**src/rtl/mult_div_unit.sv**
```systemverilog
// Iterative MULT/MULTU/DIV/DIVU unit with architectural HI/LO registers.
// One operation takes 35 cycles from start to the md_done pulse: PREP, 32 ITER steps, FIX.
module mult_div_unit (
   input  logic        clk,
   input  logic        rst_n,
   input  logic [31:0] md_reg_1,
   input  logic [31:0] md_reg_2,
   input  logic [1:0]  md_op,
   input  logic        md_start,
   input  logic        hi_we,
   input  logic        lo_we,
   input  logic [31:0] wr_data,
   output logic        md_busy,
   output logic        md_done,
   output logic [31:0] hi,
   output logic [31:0] lo
);

   typedef enum logic [1:0] {IDLE, PREP, ITER, FIX} state_t;

   state_t      state, next_state;
   logic [31:0] a_reg, b_reg;
   logic [1:0]  op_reg;
   logic [5:0]  cnt;
   logic [63:0] acc;
   logic [63:0] mcand;
   logic [31:0] opb_abs;
   logic        neg_q, neg_r;

   logic        is_div, is_signed;
   logic [31:0] abs_a, abs_b;
   logic [32:0] div_shifted;
   logic [33:0] div_diff;
   logic [31:0] rem_new;
   logic [63:0] acc_step;
   logic [63:0] prod_fixed;
   logic [31:0] quot_fixed, rem_fixed;
   logic [31:0] res_hi, res_lo;

   always_ff @(posedge clk) begin
      if (!rst_n) state <= IDLE;
      else        state <= next_state;
   end

   always_comb begin
      next_state = state;
      case (state)
         IDLE: if (md_start) next_state = PREP;
         PREP: next_state = ITER;
         ITER: if (cnt == 6'd31) next_state = FIX;
         FIX:  next_state = IDLE;
         default: next_state = IDLE;
      endcase
   end

   always_comb begin
      md_busy = (state != IDLE);
   end

   // Operands are latched raw; magnitudes and result signs are derived during PREP.
   always_comb begin
      is_div    = op_reg[1];
      is_signed = ~op_reg[0];
      abs_a     = (is_signed && a_reg[31]) ? (32'd0 - a_reg) : a_reg;
      abs_b     = (is_signed && b_reg[31]) ? (32'd0 - b_reg) : b_reg;
   end

   // Divide keeps remainder in acc[63:32] and shifts the dividend/quotient through acc[31:0].
   always_comb begin
      div_shifted = acc[63:31];
      div_diff    = {1'b0, div_shifted} - {2'b00, opb_abs};
      rem_new     = div_diff[33] ? div_shifted[31:0] : div_diff[31:0];
      if (is_div)
         acc_step = {rem_new, acc[30:0], ~div_diff[33]};
      else
         acc_step = acc + (opb_abs[0] ? mcand : 64'd0);
   end

   always_comb begin
      prod_fixed = neg_q ? (64'd0 - acc) : acc;
      quot_fixed = neg_q ? (32'd0 - acc[31:0]) : acc[31:0];
      rem_fixed  = neg_r ? (32'd0 - acc[63:32]) : acc[63:32];
      if (!is_div) begin
         res_hi = prod_fixed[63:32];
         res_lo = prod_fixed[31:0];
      end else if (b_reg == 32'd0) begin
         res_hi = a_reg;
         res_lo = 32'hFFFF_FFFF;
      end else begin
         res_hi = rem_fixed;
         res_lo = quot_fixed;
      end
   end

   always_ff @(posedge clk) begin
      if (!rst_n) begin
         a_reg   <= '0;
         b_reg   <= '0;
         op_reg  <= '0;
         cnt     <= '0;
         acc     <= '0;
         mcand   <= '0;
         opb_abs <= '0;
         neg_q   <= 1'b0;
         neg_r   <= 1'b0;
      end else begin
         case (state)
            IDLE: if (md_start) begin
               a_reg  <= md_reg_1;
               b_reg  <= md_reg_2;
               op_reg <= md_op;
            end
            PREP: begin
               opb_abs <= abs_b;
               mcand   <= {32'd0, abs_a};
               acc     <= is_div ? {32'd0, abs_a} : 64'd0;
               neg_q   <= is_signed & (a_reg[31] ^ b_reg[31]);
               neg_r   <= is_signed & a_reg[31];
               cnt     <= '0;
            end
            ITER: begin
               acc <= acc_step;
               cnt <= cnt + 6'd1;
               if (!is_div) begin
                  mcand   <= {mcand[62:0], 1'b0};
                  opb_abs <= {1'b0, opb_abs[31:1]};
               end
            end
            default: ;
         endcase
      end
   end

   // HI/LO accept MTHI/MTLO only when idle; the FIX exit edge writes the result.
   always_ff @(posedge clk) begin
      if (!rst_n) begin
         hi      <= '0;
         lo      <= '0;
         md_done <= 1'b0;
      end else begin
         md_done <= (state == FIX);
         if (state == FIX) begin
            hi <= res_hi;
            lo <= res_lo;
         end else if (state == IDLE) begin
            if (hi_we) hi <= wr_data;
            if (lo_we) lo <= wr_data;
         end
      end
   end

endmodule
```
**config.mk**
```make
export PLATFORM = sky130hd
export DESIGN_NAME = mult_div_unit
export DESIGN_NICKNAME = d
export VERILOG_FILES = /design/src/rtl/mult_div_unit.sv
export SDC_FILE = /design/constraint.sdc
export NUM_CORES = 1
export LEC_CHECK = 0
export BUFFER_PORTS_ARGS = -buffer_cell sky130_fd_sc_hd__buf_4
export CAP_MARGIN = 20
export CORE_ASPECT_RATIO = 2
export CORE_UTILIZATION = 60
export DETAILED_ROUTE_END_ITERATION = 7
export PLACE_DENSITY = 0.8
export SLEW_MARGIN = 40
export SYNTH_ARGS = -nofsm -noshare
export SYNTH_HDL_FRONTEND = slang
export SYNTH_SLANG_ARGS = --single-unit
```
**constraint.sdc**
```tcl
create_clock -name clk -period 3.98 [get_ports clk]
set_input_delay 0.199 -clock clk [delete_from_list [all_inputs] [get_ports clk]]
set_output_delay 0.199 -clock clk [all_outputs]
set_load 0.01 [all_outputs]
```
==> flow_summary.json, run 1 <==
{
  "synth-compound-area-share_pct": 30.74,
  "place_area_sq_um": 24060,
  "cts_root_buffer": "clkbuf_16",
  "post-dp-hpwl_mm": 71.42,
  "seq_area_frac_synth_pct": 27.51,
  "syn_area_per_cell_sq_um": 7.376,
  "firstError": "[ERROR GRT-0116] Global routing finished with congestion. Check the congestion regions in the DRC Viewer.",
  "globalplace.congestion": 1.087,
  "numCtsBuffers": 28,
  "synthAdderAreaFrac_pct": 6.180,
  "synthSimpleGateAreaFrac_pct": 20.63,
  "grtUsageTotal_pct": 62.90,
  "numPlacedInstances": 3511,
  "lastStage": "global routing",
  "grt_pass1_wl_mm": 173.8,
  "overflow": 8,
  "synth_top_family_by_area": "compound AO/OA/AOI/OAI gates",
  "die_w_microns": 137.1,
  "yosysWarnings": 0,
  "status": "stopped before the end",
  "syn_inst": 2970,
  "start_util_pct": 61.18,
  "first_global_vias": 27350,
  "synth_ff_type": "dfxtp_1",
  "io_buffers": 168,
  "grt_max_degree": 73,
  "die_h_microns": 272.2,
  "synth-xor-area-share_pct": 8.556,
  "cts.sinks": 301,
  "ys_ff_latch": 301,
  "synthMuxAreaShare_pct": 1.011,
  "async_flop_share_pct": 0,
  "post-cts-setup-buffers": 0,
  "cts-htree-levels": 1,
  "synth_cell_types": 90,
  "syn-num-nets": 3180,
  "placementRows": 98,
  "io_pins": 169,
  "synth-edff-count": 0,
  "clockBufferDepth": 3,
  "syn_area_sq_um": 21910
}
## per-stage QoR
step                setup TNS [ns]  hold WS, ns  setup WS (ns)
floorplan                        0       0.3350         0.3762
global placement           -0.7069       0.4388        -0.3869
detailed placement         -0.4642       0.4436        -0.2581
CTS                              0     0.002571        0.05586
## routing by layer
metal | overflow | GRT usage (%)
met5 | 0 | 2.168
met4 | 6 | 66.77
met3 | 0 | 34.95
met2 | 2 | 88.32
met1 | 0 | 61.77
## logic make-up after synthesis
group	after synthesis
multiplexers	22
flip-flops	301
AND/OR/NAND/NOR	967
adder cells (fa/ha/maj)	107
XOR/XNOR	214
AO/OA/AOI/OAI	1055
buffers and inverters	304
## synthesized netlist by cell type, types with 21 or more instances
master | n | area share (%)
dfxtp_1 | 301 | 28
nand3_1 | 46 | 1.1
mux2i_1 | 21 | 0.96
a22oi_1 | 54 | 1.9
o21ai_0 | 243 | 5.6
ha_1 | 105 | 6.0
o221ai_1 | 70 | 2.8
a21o_1 | 55 | 1.9
and2_1 | 73 | 2.1
xor2_1 | 73 | 2.9
nor3_1 | 40 | 0.91
a21oi_1 | 374 | 8.5
clkbuf_1 | 199 | 3.4
o211ai_1 | 30 | 1.0
nor2_1 | 278 | 4.8
a221oi_1 | 21 | 0.84
nand2_1 | 352 | 6.0
or3_1 | 26 | 0.74
nor2b_1 | 21 | 0.60
xnor2_1 | 141 | 5.6
o31ai_1 | 25 | 0.86
inv_1 | 75 | 1.3
## what timing repair did
| action | 4_1_cts |
|---|---|
| endpoints found under the setup margin | 3 |
| hold buffers | 96 |
| resized for setup | 2 |
| hold endpoints to repair | 106 |
==> run 2: changes to the inputs <==
--- a/config.mk
+++ b/config.mk
@@ -7,10 +7,9 @@
 export LEC_CHECK = 0
 export BUFFER_PORTS_ARGS = -buffer_cell sky130_fd_sc_hd__buf_4
 export CAP_MARGIN = 20
-export CORE_ASPECT_RATIO = 2
-export CORE_UTILIZATION = 60
+export CORE_UTILIZATION = 40
 export DETAILED_ROUTE_END_ITERATION = 7
-export PLACE_DENSITY = 0.8
+export PLACE_DENSITY_LB_ADDON = 0.15
 export SLEW_MARGIN = 40
 export SYNTH_ARGS = -nofsm -noshare
 export SYNTH_HDL_FRONTEND = slang
==> run 2 against run 1 <==
  * The flow now finishes without violations
  * Synthesized cell count is the same
  * Synthesized area did not move
==> flow_summary.json, run 2 <==
{
  "ant_nets": 0,
  "ir_worst_vdd_v": 0.0003527,
  "cp_slowest_cell": "fa_1",
  "drt_first_iter_violations": 2113,
  "wl_mm": 90.81,
  "cp-start-kind": "flop",
  "synth_ff_type": "dfxtp_1",
  "synth_common_cells": "374 x a21oi_1, 352 x nand2_1, 301 x dfxtp_1",
  "drt_first_pass_iters": 5,
  "crit_required_ns": 4.44,
  "post-dp-hpwl_mm": 68.03,
  "vias_per_cell": 6.070,
  "yosysWarnings": 0,
  "finalWorstSetupSlack_ns": 0.1687,
  "drv_cap": 0,
  "rsz0062_at_grt": "no",
  "crit_path_cell_trace": "and2_1 > ha_1 > fa_1 > a21o_1 > a21o_1 > a21oi_1 > nor2_1 > a41o_1 > a31oi_1 > o31ai_1 > a221oi_2 > xor2_1 > nor2_1 > a221o_1",
  "cts-htree-levels": 2,
  "clockBufferDepth": 3,
  "syn_area_sq_um": 21910,
  "max_stage_delay_ns": 0.42,
  "power_density_nw_per_um2": 576.1,
  "wire_per_inst_microns": 23.25,
  "p_leak_nw": 10.86,
  "fillCellCount": 5300,
  "critPathLaunch": "opb_abs[0]",
  "clock.fmax_mhz": 262.4,
  "synth.largest_area_cell": "dfxtp_1",
  "critical_path_class": "reg -> reg",
  "final.setup.tns_ns": 0,
  "grtUsageTotal_pct": 31.87,
  "synth_top_cell_area_share_pct": 27.51,
  "first_global_vias": 22621,
  "yosysMostFrequentCell": "a21oi_1",
  "placementRows": 85,
  "area_growth_pct": 21.55,
  "die_w_microns": 236.0,
  "period_needed_ns": 3.811,
  "layout_commonest_cell": "a21oi_1",
  "ys_ff_latch": 301,
  "grt_max_degree": 77,
  "min_from": "wr_data[26]",
  "tightest_slew_ns": 0.7931,
  "synth-edff-count": 0,
  "r2r_start": "opb_abs[0]",
  "die_h_microns": 236.0,
  "clk_pin_slew_ns": 0.06,
  "core_region_area_sq_um": 53920,
  "relSlewSlack_pct": 47.13,
  "start_util_pct": 40.63,
  "dieArea_sq_um": 55710,
  "io_pins": 169,
  "synth_cell_types": 90,
  "hold_viol": 0,
  "cp_max_fo": 9,
  "setup_viol": 0,
  "ys_top_cells_by_area": "dfxtp_1 28%, a21oi_1 8.5%, nand2_1 6.0%, ha_1 6.0%, xnor2_1 5.6%",
  "antenna_found_initial": 2,
  "reg_top3": "acc x64, mcand x64",
  "finClkSkew_ns": 0.02512,
  "vias": 23709,
  "io_buffers": 168,
  "fin_nets": 3388,
  "cts.sinks": 301,
  "grt_pass1_wl_mm": 138.2,
  "layout-drive-gt1-share_pct": 13.84,
  "syn_inst": 2970,
  "finalCritPeriodShare_pct": 95.76,
  "overflow": 0,
  "syn-num-nets": 3180,
  "preCtsSetupSlack_ns": 0.04466,
  "cts_tree": "yes",
  "seq_area_frac_synth_pct": 27.51,
  "report.final.slew_viol_count": 0,
  "status": "finished clean",
  "numCtsBuffers": 39,
  "crit_arrival_ns": 4.27,
  "drc": 0,
  "cts_root_buffer": "clkbuf_16",
  "syn_area_per_cell_sq_um": 7.376,
  "globalplace.congestion": 0.9975,
  "endpoint_kind": "flop",
  "async_flop_share_pct": 0,
  "final_cell_mix": "371 x a21oi_1, 350 x nand2_1, 298 x dfxtp_1",
  "clock_latency_ns": 0.59,
  "hold_class": "in -> reg"
}
-- run 2: worst paths after layout --
kind | to | slack, ns | cells after the start
max | acc[36] | 0.17 | 14
min | lo[26] | 0.02 | 3
min reg2reg | lo[3] | 0.45 | 2
max reg2reg | acc[36] | 0.17 | 14
-- run 2: metal layers --
layer	track usage (%)	share of wire, %	vias up
met2	53.19	47	980
met1	39.39	41	11370
met5	0	0	-
met4	16.66	5.6	0
met3	5.114	7.1	229
li1	-	-	11130
-- run 2: logic make-up after synthesis --
logic type	count (synthesis)	synth area share (%)
buf+inv	304	5.375
simple gates	967	20.63
mux	22	1.011
xor+xnor	214	8.556
fa+ha+maj	107	6.180
flops	301	27.51
compound gates	1055	30.74
-- run 2: critical path: cells and delay by family, from the launching register on --
kind                     cells  cell delay (ns)
XOR/XNOR                     1             0.27
AND/OR/NAND/NOR              3             0.35
flip-flops                   1             0.38
AO/OA/AOI/OAI                8             2.07
adder cells (fa/ha/maj)      2             0.62
-- run 2: area by class of cell --
type	instances	area (sq um)	area share, %
Antenna cell	1	2.502	0.009398
Clock buffer	56	1151	4.323
Clock inverter	16	224.0	0.8411
Inverter	77	294.0	1.104
Multi-Input combinational cell	2365	14820	55.66
Sequential cell	301	6030	22.64
Tap cell	696	870.8	3.271
Timing Repair Buffer	394	3233	12.14
-- run 2: metrics by stage --
stage	hold slack [ns]	instance area, sq um	instances	power (mW)	util [%]
floorplan	0.3350	21910	2970	8.596	-
global placement	0.4398	24210	3736	11.25	44.90
detailed placement	0.4474	24250	3736	11.35	44.97
CTS	0.001525	26590	3905	15.27	49.32
global route	0.02358	26620	3905	16.15	49.38
finish	0.02070	26630	3906	15.34	49.38
-- run 2: report_power, final --
group,switching [mW],internal (mW)
sequential,0.670,3.64
combinational,4.53,2.68
clock,1.48,2.34
-- run 2: timing repair --
action	4_1_cts	5_1_grt
hold buffers	97	0
endpoints found under the hold margin	109	0
endpoints found under the setup margin	0	28
gates resized for setup	0	7
buffers inserted	0	0
Power figures use the tool's default switching activity.
